==> src/rtl/if_stage_if.sv <==
// Fetch-stage bundle: decode-side control/instruction outputs and the
// instruction-memory req/ack port. master = fetch stage, slave = its environment.
interface if_stage_if;
  logic        pc_en;
  logic [1:0]  pc_sel;
  logic [7:0]  br_target;
  logic [7:0]  lr;
  logic        im_req;
  logic [7:0]  im_addr;
  logic        im_ack;
  logic [7:0]  im_data;
  logic        ins_valid;
  logic [15:0] ins_word;
  logic [7:0]  ins_pc;
  logic [7:0]  seq_pc;

  modport master (
    input  pc_en, pc_sel, br_target, lr, im_ack, im_data,
    output im_req, im_addr, ins_valid, ins_word, ins_pc, seq_pc
  );

  modport slave (
    output pc_en, pc_sel, br_target, lr, im_ack, im_data,
    input  im_req, im_addr, ins_valid, ins_word, ins_pc, seq_pc
  );
endinterface

==> src/rtl/if_stage.sv <==
// Instruction fetch: walks the PC, pulls one or two bytes per instruction
// from instruction memory and holds the assembled word until decode takes it.
module if_stage #(
    parameter logic [7:0] RESET_PC = 8'h00
) (
    input logic        clk,
    input logic        rst,
    if_stage_if.master bus
);

    typedef enum logic [1:0] {FETCH_OP, FETCH_IMM, HOLD} state_t;

    state_t     state, state_nxt;
    logic [7:0] pc, pc_nxt;
    logic       redir, two_byte;
    logic       ld_op, ld_imm, set_vld, clr_vld;

    assign redir    = (bus.pc_sel == 2'b01) || (bus.pc_sel == 2'b10);
    assign two_byte = bus.im_data[7:4] inside {4'h9, 4'ha, 4'hb, 4'hf};

    // Request is gated by reset so it drops the moment reset asserts.
    assign bus.im_req  = rst && (state != HOLD);
    assign bus.im_addr = pc;

    always_comb begin
        state_nxt = state;
        pc_nxt    = pc;
        ld_op     = 1'b0;
        ld_imm    = 1'b0;
        set_vld   = 1'b0;
        clr_vld   = 1'b0;
        if (redir) begin
            pc_nxt    = bus.pc_sel[0] ? bus.br_target : bus.lr;
            state_nxt = FETCH_OP;
            clr_vld   = 1'b1;
        end else begin
            case (state)
                FETCH_OP: if (bus.im_ack) begin
                    pc_nxt    = pc + 8'd1;
                    ld_op     = 1'b1;
                    set_vld   = !two_byte;
                    state_nxt = two_byte ? FETCH_IMM : HOLD;
                end
                FETCH_IMM: if (bus.im_ack) begin
                    pc_nxt    = pc + 8'd1;
                    ld_imm    = 1'b1;
                    set_vld   = 1'b1;
                    state_nxt = HOLD;
                end
                HOLD: if (bus.pc_en) begin
                    clr_vld   = 1'b1;
                    state_nxt = FETCH_OP;
                end
                default: state_nxt = FETCH_OP;
            endcase
        end
    end

    always_ff @(negedge clk or negedge rst) begin
        if (!rst) begin
            state         <= FETCH_OP;
            pc            <= RESET_PC;
            bus.ins_valid <= 1'b0;
            bus.ins_word  <= 16'h0000;
            bus.ins_pc    <= 8'h00;
            bus.seq_pc    <= 8'h00;
        end else begin
            state <= state_nxt;
            pc    <= pc_nxt;
            // seq_pc tracks the advancing PC; it is only observed once the word is valid.
            if (ld_op) begin
                bus.ins_word <= {8'h00, bus.im_data};
                bus.ins_pc   <= pc;
                bus.seq_pc   <= pc_nxt;
            end
            if (ld_imm) begin
                bus.ins_word[15:8] <= bus.im_data;
                bus.seq_pc         <= pc_nxt;
            end
            if (set_vld)      bus.ins_valid <= 1'b1;
            else if (clr_vld) bus.ins_valid <= 1'b0;
        end
    end

endmodule
==> src/flat_wrapper.sv <==
// flat-port wrapper written by rule: the top's interface ports become plain ports
module if_stage_flat 
#(
    parameter logic [7:0] RESET_PC = 8'h00
)
  (clk, rst, bus_pc_en, bus_pc_sel, bus_br_target, bus_lr, bus_im_ack, bus_im_data, bus_im_req, bus_im_addr, bus_ins_valid, bus_ins_word, bus_ins_pc, bus_seq_pc);
  if_stage_if bus_i ();
  input logic clk;
  input logic rst;
  input wire logic [$bits(bus_i.pc_en)-1:0] bus_pc_en;
  input wire logic [$bits(bus_i.pc_sel)-1:0] bus_pc_sel;
  input wire logic [$bits(bus_i.br_target)-1:0] bus_br_target;
  input wire logic [$bits(bus_i.lr)-1:0] bus_lr;
  input wire logic [$bits(bus_i.im_ack)-1:0] bus_im_ack;
  input wire logic [$bits(bus_i.im_data)-1:0] bus_im_data;
  output wire logic [$bits(bus_i.im_req)-1:0] bus_im_req;
  output wire logic [$bits(bus_i.im_addr)-1:0] bus_im_addr;
  output wire logic [$bits(bus_i.ins_valid)-1:0] bus_ins_valid;
  output wire logic [$bits(bus_i.ins_word)-1:0] bus_ins_word;
  output wire logic [$bits(bus_i.ins_pc)-1:0] bus_ins_pc;
  output wire logic [$bits(bus_i.seq_pc)-1:0] bus_seq_pc;
  assign bus_i.pc_en = bus_pc_en;
  assign bus_i.pc_sel = bus_pc_sel;
  assign bus_i.br_target = bus_br_target;
  assign bus_i.lr = bus_lr;
  assign bus_i.im_ack = bus_im_ack;
  assign bus_i.im_data = bus_im_data;
  assign bus_im_req = bus_i.im_req;
  assign bus_im_addr = bus_i.im_addr;
  assign bus_ins_valid = bus_i.ins_valid;
  assign bus_ins_word = bus_i.ins_word;
  assign bus_ins_pc = bus_i.ins_pc;
  assign bus_seq_pc = bus_i.seq_pc;
  if_stage #(.RESET_PC(RESET_PC)) u_core (.clk(clk), .rst(rst), .bus(bus_i));
endmodule
==> config.mk <==
export PLATFORM = sky130hd
export DESIGN_NAME = if_stage_flat
export DESIGN_NICKNAME = d
export VERILOG_FILES = /design/src/rtl/if_stage_if.sv /design/src/rtl/if_stage.sv /design/src/flat_wrapper.sv
export SDC_FILE = /design/constraint.sdc
export NUM_CORES = 1
export LEC_CHECK = 0
export ABC_CLOCK_PERIOD_IN_PS = 1700
export CELL_PAD_IN_SITES_DETAIL_PLACEMENT = 1
export CELL_PAD_IN_SITES_GLOBAL_PLACEMENT = 1
export CORE_MARGIN = 1.5
export CORE_UTILIZATION = 31
export CTS_BUF_LIST = sky130_fd_sc_hd__clkbuf_8
export DETAILED_ROUTE_END_ITERATION = 7
export HOLD_SLACK_MARGIN = 0.08
export PLACE_DENSITY = 0.85
export SYNTH_ARGS = -nofsm -noshare
export SYNTH_HDL_FRONTEND = slang
export SYNTH_SLANG_ARGS = --single-unit
==> constraint.sdc <==
create_clock -name clk -period 1.7 [get_ports clk]
set_input_delay 0.34 -clock clk [delete_from_list [all_inputs] [get_ports clk]]
set_output_delay 0.34 -clock clk [all_outputs]
set_load 0.01 [all_outputs]
Word level (Yosys, flattened, before mapping)
Index checks and enable logic that the tools add are counted.

$add $sub $neg: 1. Eq/ne operators: 12. Multiplexer cells: 27. Reduce and logical (&&, ||, !) cells: 9.

Operators with widths (count): $mux 8 (7); $eq 4x4->1 const B (4); $mux 16 (1); $mux 1 (12); $mux 2 (5); $ne 3x2->1 const B (3); $add 8x1->8 const B (1); $pmux 2 s3 (1); $eq 2x1->1 const B (2); $eq 2x2->1 const B (2); $reduce_bool 2->1 (2); $reduce_bool 4->1 (1); $reduce_and 3->1 (1); $logic_not 2->1 (1); $ne 2x2->1 const B (1); $pmux 1 s2 (1); $reduce_or 2->1 (1); $logic_and 1x1->1 (1); $logic_not 1->1 (1); $logic_or 1x1->1 (1).

Register bits after elaboration: 43. Input bits: 30. Output and inout bits: 42.

Logic depth before layout (Yosys ltp)
Gate-level depths: netlist (run 1).

Depth in word-level cells: 7. Gate-level depth with buffers: 7. Gate-level depth less buffers: 5.

==> results_dict.tcl, run 1 <==
set metrics [dict create \
    worst_ep_required_time_ns 1.01 \
    largest_family_of_logic_cells_by_synthesized_area "multiplexers" \
    core_region_area_um2 5990 \
    cts.clk_slew.worst_paths_ns 0.06 \
    h-tree-depth 2 \
    max_slew.worst_pin.slew_ns 0.381 \
    synth_largest_type_area_fraction 0.554 \
    synth_compound_area_frac 0.0935 \
    synth.avg_cell_area_um2 11.6 \
    routabilityCongestion 0.777 \
    netlist_top_cells_count "dfrtn_1 (43), nand2_1 (26), o21ai_0 (21), mux2_2 (18), mux2i_1 (7)" \
    grt_first_pass_wirelength_um 12100 \
    grt_overflow 0 \
    finalHoldViolations 0 \
    floorplan.die.width_um 82.1 \
    fillers 611 \
    worstPathMaxFanout 6 \
    initial_standard_cell_utilization_of_the_core 0.324 \
    grt_start_max_net_pins 25 \
    first_global_vias 2140 \
    clock_sink_count 43 \
    max-clock-path-buffers 2 \
    vias_per_cell 5.03 \
    finalHoldWorstSlack_ns 0.443 \
    ff_latch_count_synth 43 \
    worst-path-stages 6 \
    routed_wirelength_um 8980 \
    critPathKind "in2reg" \
    post-route-worst-setup-slack_ns -0.658 \
    synth_fp_nets 199 \
    critPathBufInv 2 \
    synth_xor_xnor_area_share 0.0451 \
    synth_seq_area_share 0.554 \
    failed_checks "negative setup slack" \
    worst_ep_arrival_time_ns 1.66 \
    portBuffers 71 \
    gr_util_all_layers 0.251 \
    critPathLaunchType "primary input" \
    utilization 0.632 \
    drt-initial-drc-count 99 \
    grt_setup_unrepaired "true" \
    antenna_cells_inserted 0 \
    yosysWarnings 0 \
    detail_route.drc_violations 0 \
    ys_dominant_reg_cell "dfrtn_1" \
    power.density_nw_per_um2 1100 \
    worst_slew_margin_relative_to_its_limit 0.744 \
    holdPathStages 2 \
    ios 72 \
    crit_slowest_cell "mux2_4" \
    status "finished with violations" \
    finalMaxSlewViolations 0 \
    finalClockSkew_ns 0.00798 \
    antenna_violating_nets_post_route 0 \
    chipHeight_um 82.1 \
    synth_cell_types 29 \
    cts_tree "built" \
    worstSetupEndpointType "flop" \
    cts_hold_buffers 0 \
    syn2layout_area_growth_pct 95.1 \
    maxCapViolCount 0 \
    number_of_enable_flip_flop_cells_after_synthesis 0 \
    pre_antenna_drt_iters 4 \
    async_flop_share 1.00 \
    static_leak_nw 1.83 \
    mappedNetlistArea_um2 1940 \
    die_area_um2 6740 \
    synth_area_leader_cell "dfrtn_1" \
    synthesis.instances 168 \
    yosys.area_share.simple 0.125 \
    setup_viol_count_final 85 \
    post_synth_main_area_contributors "dfrtn_1 (55%), mux2_2 (10%), o21ai_0 (5.4%), nand2_1 (5.0%), mux2i_1 (3.6%)" \
    vdd_drop_max_v 0.000590 \
    rows 28 \
    dp.final_hpwl_um 4250 \
    wl_per_cell_um 22.6 \
    post_route_cells_drive_above_1_share 0.666 \
    worstSkewPairLatency_ns 0.31 \
    finalNetCount 353 \
    number_of_antenna_violations_at_the_first_check_in_global_routing 0 \
    crit_path_cell_chain "buf_8 > nor2b_4 > or2_4 > nor4_4 > buf_6 > mux2_4" \
    number_of_cells_traversed_by_the_worst_register_to_register_path 7 \
    cpPeakStageDelay_ns 0.31 \
    vias 2001 \
    root_buffer "clkbuf_8" \
    yosys-mux-area-fraction 0.141 \
    critical_path.top_delay_family "simple AND/OR/NAND/NOR gates" \
    numCtsBuffers 5 \
    synth.most_common_cell "dfrtn_1" \
    holdCritPathClass "reg2reg" \
    synthAdderAreaFrac 0.00645 \
]
==> tightest hold or removal path, stage by stage (launching register included) <==
cell and delay (ns):
dfrtn_1 0.43, nand2_2 0.06, o21ai_2 0.04
==> registers in the layout, summed over array words and instances, names as in the netlist <==
name and cells:
u_core.bus.ins_pc 8, u_core.bus.ins_valid 1, u_core.state 2, u_core.bus.seq_pc 8
u_core.bus.ins_word 16, u_core.bus.im_addr 8
==> final cells by class <==
type | instances | area, µm² | share of cell area
Tap cell | 75 | 93.8 | 0.0248
Clock buffer | 7 | 96.3 | 0.0254
Clock inverter | 1 | 3.75 | 0.000991
Sequential cell | 43 | 1080 | 0.284
Timing Repair Buffer | 155 | 1350 | 0.356
Inverter | 4 | 15.0 | 0.00397
Multi-Input combinational cell | 113 | 1150 | 0.304
==> final timing paths <==
kind,start,end,slack (ns)
hold reg to reg,u_core.bus.seq_pc[5],u_core.bus.seq_pc[5],0.44
max in group asynchronous,rst,u_core.bus.ins_word[12],0.60
setup / recovery,bus_pc_sel[0],u_core.bus.ins_word[5],-0.66
hold / removal,u_core.bus.seq_pc[5],u_core.bus.seq_pc[5],0.44
min in group asynchronous,rst,u_core.bus.im_addr[3],0.79
setup reg to reg,u_core.bus.im_addr[0],u_core.bus.im_addr[1],-0.09
==> per-layer routing <==
layer,vias up,global-route usage,share of wire
li1,880,-,-
met1,1029,0.301,0.41
met4,0,0.0898,0.031
met2,68,0.455,0.52
met3,24,0.0374,0.040
met5,-,0,0
==> what timing repair did <==
action / in CTS / in global routing
setup endpoints to repair: 85 / 85
setup buffers: 31 / 30
pin swaps: 24 / 15
gates resized for setup: 299 / 40
cloned: 3 / 0
==> metrics by stage <==
| stage | total power, mW | instances | cell area (µm²) | worst slack (ns) | TNS [ns] |
|---|---|---|---|---|---|
| after CTS | 3.77 | 376 | 3490 | -0.716 | -33.14 |
| after detailed placement | 2.78 | 334 | 2930 | -1.39 | -67.04 |
| after floorplan | 1.96 | 168 | 1980 | -1.08 | -26.28 |
| after global placement | 2.73 | 334 | 2930 | -1.34 | -64.97 |
| final | 4.15 | 398 | 3790 | -0.658 | -33.66 |
| after global routing | 4.32 | 398 | 3790 | -0.674 | -35.65 |
==> cell usage in the layout (no fill, tap or decap), drive strengths merged, types with 2 or more instances in the layout <==
| cell type | synthesis | final |
|---|---|---|
| xor2 | 4 | 4 |
| clkbuf | 5 | 7 |
| a22oi | 5 | 5 |
| mux2i | 7 | 7 |
| nor2 | 4 | 4 |
| o21ai | 21 | 21 |
| nand2 | 26 | 26 |
| nand4 | 2 | 2 |
| buf | 3 | 133 |
| nor3 | 2 | 2 |
| nand2b | 2 | 2 |
| mux2 | 18 | 18 |
| clkdlybuf4s50 | 0 | 19 |
| inv | 4 | 5 |
| nor2b | 4 | 4 |
| xnor2 | 6 | 6 |
| dfrtn | 43 | 43 |
==> power by group <==
part	internal [mW]	switching [mW]	total, mW
combinational	1.09	0.844	1.94
sequential	1.29	0.175	1.46
clock	0.366	0.384	0.750
total	2.74	1.40	4.15
==> cell families after synthesis <==
| family | Yosys count |
|---|---|
| adder cells (fa/ha/maj) | 1 |
| flip-flops | 43 |
| AND/OR/NAND/NOR | 46 |
| XOR/XNOR | 10 |
| buffers and inverters | 12 |
| AO/OA/AOI/OAI | 31 |
| multiplexers | 25 |
Note: power is estimated with default switching activity, not from simulation.
==> inputs of run 2 (changes only) <==
--- a/config.mk
+++ b/config.mk
@@ -11,9 +11,10 @@
 export CORE_MARGIN = 1.5
 export CORE_UTILIZATION = 31
 export CTS_BUF_LIST = sky130_fd_sc_hd__clkbuf_8
+export CTS_CLUSTER_SIZE = 28
 export DETAILED_ROUTE_END_ITERATION = 7
 export HOLD_SLACK_MARGIN = 0.08
-export PLACE_DENSITY = 0.85
+export PLACE_DENSITY = 0.79
 export SYNTH_ARGS = -nofsm -noshare
 export SYNTH_HDL_FRONTEND = slang
 export SYNTH_SLANG_ARGS = --single-unit
==> results_dict.tcl, run 2 (synthesis results as in run 1) <==
set metrics [dict create \
    status "finished with violations" \
    failed_checks "negative setup slack" \
    largest_reg_flops 16 \
    dp.final_hpwl_um 4100 \
    finalClockSkew_ns 0.0108 \
    gr_util_all_layers 0.248 \
    grt_overflow 0 \
    final_common_cell "buf_4" \
    static_leak_nw 1.87 \
    critPathKind "reg2out" \
    worst_ep_required_time_ns 1.36 \
    report.power.total_mw 4.13 \
    layout.cells.most_common_list "buf_4 (64), dfrtn_1 (43), buf_2 (37), buf_6 (22), clkdlybuf4s50_1 (19)" \
    finalHoldViolations 0 \
    core_region_area_um2 5990 \
    worstSkewPairLatency_ns 0.31 \
    finalMaxSlewViolations 0 \
    worstSetupEndpointType "output port" \
    critPathLaunchType "flop" \
    vdd_drop_max_v 0.000618 \
    cts.clk_slew.worst_paths_ns 0.07 \
    dp.cells 335 \
    finish.cell_count_without_fillers 401 \
    regMostFlops "u_core.bus.ins_word" \
    setup_viol_count_final 85 \
    rows 28 \
    holdPathStages 1 \
    number_of_cells_traversed_by_the_worst_register_to_register_path 7 \
    floorplan.die.width_um 82.1 \
    h-tree-depth 2 \
    maxCapViolCount 0 \
    vias_per_cell 5.04 \
    grt_first_pass_wirelength_um 11900 \
    max-clock-path-buffers 2 \
    wl_per_cell_um 23.4 \
    pre_antenna_drt_iters 4 \
    initial_standard_cell_utilization_of_the_core 0.324 \
    finalHoldWorstSlack_ns 0.460 \
    syn2layout_area_growth_pct 98.6 \
    power.density_nw_per_um2 1070 \
    portBuffers 71 \
    place_ws_ns -1.36 \
    utilization 0.643 \
    ios 72 \
    holdCritPathClass "reg2reg" \
    detail_route.drc_violations 0 \
    drt-initial-drc-count 66 \
    setup_total_negative_slack_ns -31.58 \
    final_cell_area_um2 3850 \
    grt_setup_unrepaired "true" \
    first_global_vias 2105 \
    post-route-worst-setup-slack_ns -0.615 \
    cts_hold_buffers 0 \
    routed_wirelength_um 9390 \
    root_buffer "clkbuf_8" \
    max_slew.worst_pin.slew_ns 0.296 \
    grt_start_max_net_pins 44 \
    worst_ep_arrival_time_ns 1.97 \
    worst_slew_margin_relative_to_its_limit 0.803 \
    vias 2021 \
    worstPathMaxFanout 2 \
    finalNetCount 356 \
    place_area_um2 2950 \
    clock_sink_count 43 \
    numCtsBuffers 5 \
    post_route_cells_drive_above_1_share 0.672 \
    antenna_cells_inserted 0 \
    die_area_um2 6740 \
    routabilityCongestion 0.767 \
    chipHeight_um 82.1 \
    antenna_violating_nets_post_route 0 \
    cts_tree "built" \
    number_of_antenna_violations_at_the_first_check_in_global_routing 0 \
]
## run 2: timing repair
action                                  in CTS  in global routing
buffers inserted                            26                 36
hold endpoints to repair                     0                  0
cloned                                       3                  0
resized for setup                          290                 63
endpoints found under the setup margin      85                 85
pin swaps                                   31                 24
## run 2: routing by layer
metal	global-route usage	routed length (µm)
met3	0.0549	328
met2	0.425	5080
met1	0.308	3780
met5	0	0
met4	0.0881	206
## run 2: final cells by class
type | instances | area [µm²]
well taps | 75 | 93.8
repair buffers | 158 | 1380
fillers | 620 | 2140
clock buffers | 5 | 68.8
multi-input cells | 113 | 1210
flip-flops and latches | 43 | 1080
inverters | 4 | 15.0
clock inverters | 3 | 16.3
## run 2: worst paths after layout
path | start | endpoint | slack, ns
min | u_core.bus.ins_pc[1] | u_core.bus.ins_pc[1] | 0.46
max | u_core.state[0] | bus_im_req | -0.61
min in group asynchronous | rst | u_core.bus.im_addr[2] | 0.78
max in group asynchronous | rst | u_core.bus.seq_pc[0] | 0.67
max reg2reg | u_core.bus.im_addr[4] | u_core.bus.im_addr[7] | -0.06
min reg2reg | u_core.bus.ins_pc[1] | u_core.bus.ins_pc[1] | 0.46
## run 2: worst max-delay path, cell delays in order (launching register included)
cell,delay [ns]
dfrtn_1,0.43
nand2b_4,0.14
and2_4,0.14
buf_6,0.10
## run 2: report_power, final
group,total [mW],leakage [nW],internal [mW],switching [mW]
combinational,1.98,1.29,1.10,0.886
clock,0.689,0.0453,0.282,0.407
sequential,1.45,0.534,1.29,0.166
==> inputs of run 3 (changes only) <==
--- a/config.mk
+++ b/config.mk
@@ -11,7 +11,7 @@
 export CORE_MARGIN = 1.5
 export CORE_UTILIZATION = 31
 export CTS_BUF_LIST = sky130_fd_sc_hd__clkbuf_8
-export CTS_CLUSTER_SIZE = 28
+export CTS_CLUSTER_SIZE = 10
 export DETAILED_ROUTE_END_ITERATION = 7
 export HOLD_SLACK_MARGIN = 0.08
 export PLACE_DENSITY = 0.79
==> results of run 3 <==
The final DEF is identical to that of run 2; final timing and power are the same.
